==> src/rtl/tag_lookup_ctrl_2way_pkg.sv <==
// tag_lookup_ctrl_2way_pkg: shared state encoding and address/entry field positions
package tag_lookup_ctrl_2way_pkg;
   localparam int AWIDTH_DEF = 3;
   localparam int TWIDTH_DEF = 13;
   localparam int OWIDTH_DEF = 4;
   typedef enum logic [2:0] {
      S_INIT,
      S_IDLE,
      S_LOOKUP,
      S_MISS_REQ,
      S_REFILL,
      S_RESP
   } state_t;
   function automatic int valid_bit(input int twidth);
      return twidth;
   endfunction
   function automatic int idx_lsb(input int owidth);
      return owidth;
   endfunction
   function automatic int tag_lsb(input int owidth, input int awidth);
      return owidth + awidth;
   endfunction
endpackage

==> src/rtl/tag_lookup_ctrl_2way_tag_compare.sv <==
// tag_compare_2way: per-way hit detection, hit-way select and refill victim choice
module tag_compare_2way
   import tag_lookup_ctrl_2way_pkg::*;
#(
   parameter int TWIDTH = TWIDTH_DEF,
   localparam int DWIDTH = TWIDTH + 1
) (
   input  logic [DWIDTH-1:0] dout0,
   input  logic [DWIDTH-1:0] dout1,
   input  logic [TWIDTH-1:0] tag,
   input  logic              lru,
   output logic              hit0,
   output logic              hit1,
   output logic              way,
   output logic              victim
);
   localparam int VB = valid_bit(TWIDTH);
   assign hit0 = dout0[VB] & (dout0[TWIDTH-1:0] == tag);
   assign hit1 = dout1[VB] & (dout1[TWIDTH-1:0] == tag);
   assign way = ~hit0;
   // empty ways are filled before any valid line is evicted
   assign victim = ~dout0[VB] ? 1'b0 : ~dout1[VB] ? 1'b1 : lru;
endmodule

==> src/rtl/tag_lookup_ctrl_2way.sv <==
// tag_lookup_ctrl_2way: 2-way tag lookup, miss request and refill controller with per-set LRU
module tag_lookup_ctrl_2way
   import tag_lookup_ctrl_2way_pkg::*;
#(
   parameter int AWIDTH = AWIDTH_DEF,
   parameter int TWIDTH = TWIDTH_DEF,
   parameter int OWIDTH = OWIDTH_DEF,
   localparam int DWIDTH = TWIDTH + 1,
   localparam int PAWIDTH = TWIDTH + AWIDTH + OWIDTH
) (
   input  logic               clock,
   input  logic               reset,
   input  logic               req_valid,
   input  logic [PAWIDTH-1:0] req_addr,
   output logic               req_ready,
   output logic               resp_valid,
   output logic               resp_hit,
   output logic               resp_way,
   output logic [AWIDTH-1:0]  tag_addr,
   output logic [DWIDTH-1:0]  tag_din,
   output logic               tag_we0,
   output logic               tag_we1,
   input  logic [DWIDTH-1:0]  tag_dout0,
   input  logic [DWIDTH-1:0]  tag_dout1,
   output logic               mem_req,
   output logic [PAWIDTH-1:0] mem_addr,
   input  logic               mem_ready,
   output logic               init_done
);
   localparam int DEPTH = 1 << AWIDTH;
   localparam int IL = idx_lsb(OWIDTH);
   localparam int TL = tag_lsb(OWIDTH, AWIDTH);
   state_t state;
   logic [AWIDTH-1:0] cnt;
   logic [AWIDTH-1:0] idx_q;
   logic [TWIDTH-1:0] tag_q;
   logic [DEPTH-1:0] lru;
   logic victim_q;
   logic hit_q;
   logic way_q;
   logic hit0;
   logic hit1;
   logic way;
   logic victim;
   logic unused_offset;
   assign unused_offset = &{1'b0, req_addr[OWIDTH-1:0]};
   tag_compare_2way #(.TWIDTH(TWIDTH)) u_cmp (
      .dout0(tag_dout0),
      .dout1(tag_dout1),
      .tag(tag_q),
      .lru(lru[idx_q]),
      .hit0(hit0),
      .hit1(hit1),
      .way(way),
      .victim(victim)
   );
   always_ff @(posedge clock) begin
      if (reset) begin
         state <= S_INIT;
         cnt <= '0;
         lru <= '0;
         hit_q <= 1'b0;
         way_q <= 1'b0;
      end else begin
         case (state)
            S_INIT: begin
               cnt <= cnt + 1'b1;
               if (cnt == AWIDTH'(DEPTH - 1)) state <= S_IDLE;
            end
            S_IDLE: if (req_valid) begin
               tag_q <= req_addr[TL +: TWIDTH];
               idx_q <= req_addr[IL +: AWIDTH];
               state <= S_LOOKUP;
            end
            S_LOOKUP: if (hit0 | hit1) begin
               lru[idx_q] <= ~way;
               hit_q <= 1'b1;
               way_q <= way;
               state <= S_RESP;
            end else begin
               victim_q <= victim;
               state <= S_MISS_REQ;
            end
            S_MISS_REQ: if (mem_ready) state <= S_REFILL;
            S_REFILL: begin
               lru[idx_q] <= ~victim_q;
               hit_q <= 1'b0;
               way_q <= victim_q;
               state <= S_RESP;
            end
            S_RESP: state <= S_IDLE;
            default: state <= S_INIT;
         endcase
      end
   end
   // every output is forced low while reset is held, even before the first edge
   assign req_ready = ~reset & (state == S_IDLE);
   assign resp_valid = ~reset & (state == S_RESP);
   assign resp_hit = ~reset & hit_q;
   assign resp_way = ~reset & way_q;
   assign tag_addr = reset ? '0 : (state == S_INIT) ? cnt : (state == S_IDLE) ? req_addr[IL +: AWIDTH] : idx_q;
   assign tag_din = (~reset & (state == S_REFILL)) ? {1'b1, tag_q} : '0;
   assign tag_we0 = ~reset & ((state == S_INIT) | ((state == S_REFILL) & ~victim_q));
   assign tag_we1 = ~reset & ((state == S_INIT) | ((state == S_REFILL) & victim_q));
   assign mem_req = ~reset & (state == S_MISS_REQ);
   assign mem_addr = mem_req ? {tag_q, idx_q, {OWIDTH{1'b0}}} : '0;
   assign init_done = ~reset & (state != S_INIT);
endmodule
==> config.mk <==
export PLATFORM = sky130hd
export DESIGN_NAME = tag_lookup_ctrl_2way
export DESIGN_NICKNAME = d
export VERILOG_FILES = /design/src/rtl/tag_lookup_ctrl_2way_pkg.sv /design/src/rtl/tag_lookup_ctrl_2way_tag_compare.sv /design/src/rtl/tag_lookup_ctrl_2way.sv
export SDC_FILE = /design/constraint.sdc
export NUM_CORES = 1
export LEC_CHECK = 0
export BUFFER_PORTS_ARGS = -buffer_cell sky130_fd_sc_hd__buf_2
export CAP_MARGIN = 20
export CORE_AREA = 2 2 78 80
export DETAILED_ROUTE_END_ITERATION = 16
export DIE_AREA = 0 0 80 82
export PLACE_DENSITY = 0.67
export REMOVE_ABC_BUFFERS = 1
export SKIP_CTS_REPAIR_TIMING = 1
export SYNTH_ARGS = -nofsm -noshare
export SYNTH_HDL_FRONTEND = slang
export SYNTH_SLANG_ARGS = --single-unit
==> constraint.sdc <==
create_clock -name clock -period 4.68 [get_ports clock]
set_clock_uncertainty 0.05 [all_clocks]
set_input_delay 0.936 -clock clock [delete_from_list [all_inputs] [get_ports clock]]
set_output_delay 0.936 -clock clock [all_outputs]
set_load 0.01 [all_outputs]
==> out/summary.txt <==
WS Path Type -> in -> out
H-tree levels -> 2
port bufs -> 88
worst setup path startpoint -> reset
Post-synth EDFFs -> 17
ys async rst share -> 0
area grow syn2layout -> 24.3%
synthesized cell area -> 0.00219 mm^2
DRT iter0 DRCs -> 126
CTS tree -> built
Adder-Cell Fraction of Synth Area -> 0.0114
placer congestion estimate -> 0.804
Clock Latency Late Sink -> 0.28 ns
fillers -> 591
# setup viols final -> 0
total CTS buffers -> 5
Final period util -> 0.755
Vias -> 1908
sequential element share of the synthesized area -> 0.379
total gr overflow -> 0
final hold violations -> 0
post-route ant nets -> 0
multiplexer area fraction after synthesis -> 0.0748
synth unique cells -> 44
Clock Tree Buf Depth -> 2
first-pass GRT wire length -> 8.72 mm
via count of the first global-routing pass -> 1860
Hold Crit Start -> lru[2]
Simple-Gate Fraction of Synth Area -> 0.259
Initial Utilization -> 0.381
GRT Util Overall -> 0.172
Slew HR -> 0.467
clk sinks -> 33
XOR/XNOR Fraction of Synth Area -> 0.108
Synth Warn # -> 0
CP Launch Type -> input pin
commonest non-fill, non-tap cell in the layout -> buf_2
Die Wd -> 80 um
Critical Path RT -> 3.69 ns
post-route setup slack -> 1.15 ns
Synth Area per Inst -> 9.40 um^2
wire length per cell -> 13.6 um
largest net degree at the start of global routing -> 27
met3 Usage GRT -> 0.0484
drt pass-1 iters -> 4
cell row count -> 28
status -> completed
fraction of layout cells with a size suffix above 1 -> 0.339
Main synth FF type -> edfxtp_1
fmax -> 283 MHz
Worst Hold Class -> reg -> reg
final net count -> 369
met2 Track Usage GR -> 0.289
max cap viols -> 0
Total Neg Setup Slack -> 0 ns
crit path max fanout -> 26
post-placement worst setup slack -> 1.07 ns
Slew Limit Fails -> 0
area of the core -> 0.00575 mm^2
RSZ-0062 raised after global routing -> false
final WL -> 5.31 mm
R2R setup slack -> 2.38 ns
Residual DRC -> 0
routed vias/inst -> 4.88
post-DP HPWL -> 4.20 mm
Clock Root Buffer -> clkbuf_8
initial antenna violation count -> 0
num ports -> 97
main combinational cell family by area after synthesis -> simple AND/OR/NAND/NOR gates
Mapped Cells -> 233
Arr. time, crit path -> 2.55 ns
Lkg Pwr -> 1.15 nW
Crit. End Element -> output port
Reg2Reg Launch Point -> state[0]
grt met1 use -> 0.216
clock slew at reported path FFs -> 0.07 ns
die area -> 0.00656 mm^2
Die Y-Extent -> 82 um
register bit total from synthesis -> 33
busiest grt layer -> met2
min Tclk post-route -> 3.53 ns
most frequent cells in the layout -> 88 x buf_2, 27 x and2_1, 27 x xnor2_1, 18 x nor2_1, 17 x edfxtp_1
Pwr Density -> 230 mW/mm^2
Slew @ Worst Pin -> 0.799 ns
ANT cells -> 0
Synth Area in Compound Gates -> 0.0965
worst vdd ir -> 0.162 mV
kinds of logic (layout without fill, tap and decap cells):
family	count (synthesis)	count (layout)
compound gates	32	32
xor+xnor	27	27
fa+ha+maj	2	2
buf+inv	22	102
flops	33	33
mux	16	16
other cells	1	4
simple gates	100	100
critical path, stage by stage:
cell and delay (ns):
buf_2 0.23, or3_1 0.40, nor2_1 0.58, and2_2 0.26, buf_2 0.12
metrics by stage:
stage	area, um^2	power (W)	util	hold WS [ns]	instances
final	2720	0.000626	0.474	0.429	391
after global routing	2720	0.000653	0.474	0.459	391
after CTS	2720	0.000633	0.474	0.434	391
after detailed placement	2610	0.000373	0.454	0.422	383
after global placement	2610	0.000371	0.454	0.411	383
after floorplan	2070	0.000342	-	0.396	219
cell usage after synthesis, types with 3 or more instances:
library cell  instances  share of area
a211oi_1              7          0.024
a21oi_1              11          0.025
and2_1               27          0.077
buf_4                 5          0.017
buf_6                 4          0.021
clkbuf_1              4         0.0069
dfxtp_1              16           0.15
edfxtp_1             17           0.23
inv_1                 5         0.0086
mux2_2                3          0.015
mux2i_1              13          0.059
nand2_1              14          0.024
nand2b_1              8          0.023
nand4_1               9          0.026
nor2_1               18          0.031
nor2b_1               4          0.011
or2b_1                5          0.017
xnor2_1              27           0.11
state kept, by name (all words and copies together) (netlist names):
register,cells
lru,8
idx_q,3
way_q,1
cnt,3
hit_q,1
victim_q,1
tag_q,13
state,3
power breakdown:
part	internal, W	total [W]	switching, W
registers	0.000306	0.000309	0.00000273
clock network	0.000152	0.000260	0.000108
logic	0.0000308	0.0000571	0.0000263
final timing paths:
path	cells past startpoint	to
hold reg to reg	2	lru[2]
hold / removal	2	lru[2]
setup reg to reg	3	idx_q[2]
setup / recovery	5	tag_din[1]
routing by layer:
| layer | up-vias | part of all wire |
|---|---|---|
| met5 | - | 0 |
| met4 | 0 | 0.012 |
| met3 | 6 | 0.061 |
| met2 | 67 | 0.49 |
| met1 | 873 | 0.44 |
| li1 | 962 | - |
area by class of cell:
type | instances | area, um^2 | share of cell area
multi-input combinational | 181 | 1220 | 0.448
sequential | 33 | 831 | 0.305
timing repair buffer | 89 | 448 | 0.165
clock buffer | 8 | 111 | 0.0409
tap | 75 | 93.8 | 0.0345
inverter | 5 | 18.8 | 0.00689
Note: power is estimated with default switching activity, not from simulation.
